===== config.mk =====
export PLATFORM = sky130hd
export DESIGN_NAME = cic_decim_pow2
export DESIGN_NICKNAME = d
export VERILOG_FILES = /design/src/rtl/cic_decim_pow2.sv
export SDC_FILE = /design/constraint.sdc
export NUM_CORES = 1
export LEC_CHECK = 0
export CORE_ASPECT_RATIO = 1.1
export CORE_MARGIN = 2
export CORE_UTILIZATION = 50
export DETAILED_ROUTE_END_ITERATION = 8
export PLACE_DENSITY = 0.67
export RECOVER_POWER = 100
export SYNTH_ARGS = -nofsm -noshare
export SYNTH_HDL_FRONTEND = slang
export SYNTH_SLANG_ARGS = --single-unit

===== constraint.sdc =====
create_clock -name clk -period 15.1 [get_ports clk]
set_input_delay 3.02 -clock clk [delete_from_list [all_inputs] [get_ports clk]]
set_output_delay 3.02 -clock clk [all_outputs]
set_load 0.03 [all_outputs]

===== src/rtl/cic_decim_pow2.sv =====
// N-stage CIC decimator with runtime power-of-two rate, valid gating and
// gain-normalised, rounded, saturated output.
module cic_decim_pow2 #(
  parameter int unsigned DATA_W    = 16,
  parameter int unsigned ORDER     = 3,
  parameter int unsigned RMAX_LOG2 = 4,
  parameter int unsigned ACC_W     = DATA_W + ORDER * RMAX_LOG2,
  parameter int unsigned K_W       = $clog2(RMAX_LOG2 + 1)
) (
  input  logic              clk,
  input  logic              rst,
  input  logic              in_valid,
  input  logic [DATA_W-1:0] in_data,
  input  logic [K_W-1:0]    dec_log2,
  output logic              out_valid,
  output logic [DATA_W-1:0] out_data,
  output logic              out_sat
);

  localparam int unsigned PH_W = (RMAX_LOG2 > 0) ? RMAX_LOG2 : 1;
  localparam int unsigned S_W  = (ORDER * RMAX_LOG2 > 0) ? $clog2(ORDER * RMAX_LOG2 + 1) : 1;

  localparam logic signed [ACC_W:0] SAT_MAX = {{(ACC_W - DATA_W + 2){1'b0}}, {(DATA_W - 1){1'b1}}};
  localparam logic signed [ACC_W:0] SAT_MIN = {{(ACC_W - DATA_W + 2){1'b1}}, {(DATA_W - 1){1'b0}}};

  logic [K_W-1:0]    r_k_act;
  logic [PH_W-1:0]   r_ph;
  logic [ACC_W-1:0]  r_integ [ORDER];
  logic [ACC_W-1:0]  r_dly   [ORDER];
  logic              r_out_valid;
  logic [DATA_W-1:0] r_out_data;
  logic              r_out_sat;

  logic [K_W-1:0]           w_k_req;
  logic                     w_reconfig;
  logic                     w_accept;
  logic [PH_W-1:0]          w_ph_last;
  logic                     w_close;
  logic [ACC_W-1:0]         w_in_ext;
  logic [ACC_W-1:0]         w_integ_nxt [ORDER];
  logic [ACC_W-1:0]         w_comb      [ORDER+1];
  logic [S_W-1:0]           w_s;
  logic signed [ACC_W:0]    w_round;
  logic signed [ACC_W:0]    w_sum;
  logic signed [ACC_W:0]    w_shift;
  logic [DATA_W-1:0]        w_y;
  logic                     w_sat;

  // Requested rate clamp and reconfiguration detect; a mismatch drops the sample
  assign w_k_req    = (dec_log2 > K_W'(RMAX_LOG2)) ? K_W'(RMAX_LOG2) : dec_log2;
  assign w_reconfig = (w_k_req != r_k_act);
  assign w_accept   = in_valid && !w_reconfig;
  assign w_ph_last  = PH_W'((32'd1 << r_k_act) - 32'd1);
  assign w_close    = w_accept && (r_ph == w_ph_last);
  assign w_in_ext   = {{(ACC_W - DATA_W){in_data[DATA_W-1]}}, in_data};

  // Integrator cascade (new values feed forward) and decimated-rate combs
  always_comb begin
    w_integ_nxt[0] = r_integ[0] + w_in_ext;
    for (int i = 1; i < ORDER; i++) begin
      w_integ_nxt[i] = r_integ[i] + w_integ_nxt[i-1];
    end
    w_comb[0] = w_integ_nxt[ORDER-1];
    for (int i = 0; i < ORDER; i++) begin
      w_comb[i+1] = w_comb[i] - r_dly[i];
    end
  end

  // Gain removal by R^N = 2^(N*k), round half up, then clip to DATA_W
  always_comb begin
    w_s     = S_W'(r_k_act) * S_W'(ORDER);
    w_round = '0;
    if (w_s != '0) begin
      w_round = (ACC_W + 1)'(1) << (w_s - S_W'(1));
    end
    w_sum   = {w_comb[ORDER][ACC_W-1], w_comb[ORDER]} + w_round;
    w_shift = w_sum >>> w_s;
    w_sat   = 1'b0;
    w_y     = w_shift[DATA_W-1:0];
    if (w_shift > SAT_MAX) begin
      w_y   = SAT_MAX[DATA_W-1:0];
      w_sat = 1'b1;
    end else if (w_shift < SAT_MIN) begin
      w_y   = SAT_MIN[DATA_W-1:0];
      w_sat = 1'b1;
    end
  end

  always_ff @(posedge clk) begin
    if (rst || w_reconfig) begin
      r_k_act     <= w_k_req;
      r_ph        <= '0;
      r_out_valid <= 1'b0;
      r_out_sat   <= 1'b0;
      for (int i = 0; i < ORDER; i++) begin
        r_integ[i] <= '0;
        r_dly[i]   <= '0;
      end
      if (rst) begin
        r_out_data <= '0;
      end
    end else begin
      r_out_valid <= w_close;
      r_out_sat   <= w_close && w_sat;
      if (w_accept) begin
        r_ph <= w_close ? '0 : r_ph + PH_W'(1);
        for (int i = 0; i < ORDER; i++) begin
          r_integ[i] <= w_integ_nxt[i];
        end
      end
      if (w_close) begin
        r_out_data <= w_y;
        for (int i = 0; i < ORDER; i++) begin
          r_dly[i] <= w_comb[i];
        end
      end
    end
  end

  assign out_valid = r_out_valid;
  assign out_data  = r_out_data;
  assign out_sat   = r_out_sat;

endmodule


==> results.toml <==
[cts]
clk_latency_ps = 470
cts.sinks = 193
cts_max_path_buffers = 2
cts_hold_buf = 0
root_buffer = "clkbuf_16"
htree_levels = 4
clk_pin_slew_ps = 80
cts_made_buffers = 17
cts_tree = "built"

[run_status]
status = "finished with violations"
violations = "capacitance limit, slew limit"

[global_route]
groute.usage.overall_pct = 23.60
grt_max_degree = 79
antenna_found_initial = 0
grt_overflow = 0
grt_pass1_wl_um = 71490
grt_pass1_vias = 14780

[sta]
min_period_over_period_pct = 94.90
worstMarginPinSlew_ps = 4350
fmax_mhz = 69.78
hold_viol_final = 0
period_needed_ps = 14330
slew_viol_final = 305
fin_skew_ps = 18.26
finalSetupViolations = 0
relSlewSlack_pct = -190.0

[floorplanning]
rows = 72
die_height_um = 202.6
ioPinCount = 40
coreArea_um2 = 35220
start_util_pct = 50.91
dieWidth_um = 184.6
dieArea_um2 = 37400

[setup_path]
worstRegToRegCells = 55
r2r-start = "r_integ[0][0]$_SDFFCE_PN0P_"
cp.required_ps = 15380
slowest_stage = "or4_1"
worstPathArrival_ps = 14610
end_kind = "flop"
critPathMaxFanout = 10
crit_type = "primary input to flop"
cpPeakStageDelay_ps = 570
r2r_slack_ps = 3370
r2r_end = "out_data[0]$_SDFFCE_PP0P_"
crit_top_cell = "ha_1"
startpoint = "in_data[0]"
startpoint_type = "primary input"

[logic_synthesis]
synth_edf_count = 187
ys_seq_area_share_pct = 31.98
syn_area_per_cell_um2 = 8.808
synthesis.nets = 2255
synth_top_area_cell = "edfxtp_1"
synth_cell_types = 89
synthCells = 2036
synthesis.area_um2 = 17930
synth_ff_type = "edfxtp_1"
synthTopCellsByArea = "edfxtp_1, ha_1, xnor2_1, nor2_1, inv_1"
post-synth-top-count-cell = "nor2_1"
async_flop_share_pct = 0
netlist.area_leader.share_pct = 31.31
ys_warn_count = 0
ys_top_cells_by_count = "nor2_1, ha_1, edfxtp_1"
ys_ff_latch = 193

[route]
first_pass_iters = 5
ant_nets = 0
wirelength_um = 43170
viasPerCell = 5.680
num_vias = 15040
drc = 0
wl_per_cell_um = 16.30
drtIter0Drc = 866

[hold_path]
whs_path_depth = 2
min_from = "r_ph[1]$_SDFFE_PP0P_"
whs_endpoint = "r_ph[1]$_SDFFE_PP0P_"
hold_class = "flop to flop"

[layout]
n_antenna_cell = 0
fill_cells = 3117
drive_gt1_share_pct = 9.460
area_delta_synth_final_pct = 13.40
nets = 2373
final_util_pct = 57.73

[job]
drv_cap = 6

[placement]
place.gp.congestion = 0.8940
numPortBuffers = 39
dp_hpwl_um = 33020
-- flip-flops by register name, indices dropped and copies added (netlist names) --
signal	cells
out_valid	1
out_data	16
out_sat	1
r_ph	4
r_dly	84
r_integ	84
r_k_act	3
-- layer usage --
| metal | track usage [%] | up-vias | part of all wire, % |
|---|---|---|---|
| li1 | - | 7575 | - |
| met1 | 28.88 | 7120 | 44 |
| met2 | 42.72 | 275 | 51 |
| met3 | 2.547 | 70 | 2.6 |
| met4 | 8.371 | 0 | 2.7 |
| met5 | 0 | - | 0 |
-- per-stage QoR --
step	setup WS (ps)	hold WS, ps	instance area, um^2	setup TNS [ps]	std cells
after floorplan	860.6	499.6	17930	0	2036
after global placement	30.61	544.5	19580	0	2611
after detailed placement	-138.1	555.7	19580	-1626	2611
after CTS	216.6	566.2	20160	0	2643
after global routing	-98.09	601.1	20330	-770.4	2648
final	770.2	575.8	20330	0	2648
-- kinds of logic (layout without fill, tap and decap cells) --
family                   Yosys count  count (layout)  synth area share [%]
adder cells (fa/ha/maj)          197             197                 14.08
multiplexers                      32              32                 1.835
buffers and inverters            243             374                 5.135
AO/OA/AOI/OAI                    535             535                 20.07
AND/OR/NAND/NOR                  671             671                 18.51
flip-flops                       193             193                 31.98
XOR/XNOR                         165             165                 8.387
-- cells in the final DEF (no fill, tap or decap), types with 20 or more instances in the layout --
master,Yosys,routed
nand2_1,115,115
dlygate4sd3_1,0,20
a21oi_1,131,125
ha_1,189,185
and3_1,38,38
nor3_1,44,41
o21bai_1,31,31
and2_0,0,44
o211ai_1,27,27
o21ai_0,95,86
and2_1,100,56
mux2i_1,25,25
xnor2_1,97,92
nand3_1,30,30
o21a_1,27,27
nand2b_1,32,32
buf_4,2,87
nor2_1,223,221
inv_1,186,186
a21o_1,55,55
xor2_1,64,61
edfxtp_1,187,187
-- critical path: cells and delay by family --
family | cells | cell delay [ps]
adder cells (fa/ha/maj) | 7 | 2170
AO/OA/AOI/OAI | 24 | 4370
XOR/XNOR | 8 | 1670
AND/OR/NAND/NOR | 12 | 2580
buffers and inverters | 5 | 810
-- layout make-up --
cell class,instances,area (um^2),share of cell area (%)
clock buffers,17,425.4,2.092
clock inverters,15,153.9,0.7568
flip-flops and latches,193,5736,28.21
well taps,481,601.8,2.960
repair buffers,156,1210,5.950
multi-input cells,1600,11510,56.60
inverters,186,698.2,3.433
-- what timing repair did --
action | CTS | global route
resized for setup | 0 | 53
setup buffers | 0 | 5
setup endpoints to repair | 0 | 16
-- how the worst max path moves through the flow --
stage	slack [ps]	endpoint	depth (start not counted)
detailed placement	-140	out_data[0]$_SDFFCE_PP0P_	54
finish	770	out_data[0]$_SDFFCE_PP0P_	56
global route	-100	out_data[8]$_SDFFCE_PP0P_	56
CTS	220	out_data[8]$_SDFFCE_PP0P_	57
floorplan	860	out_data[10]$_SDFFCE_PP0P_	59
global placement	30	out_data[8]$_SDFFCE_PP0P_	57
Power is not shown: default switching activity piles up to over one toggle a cycle in this logic, so the estimate is an artifact.
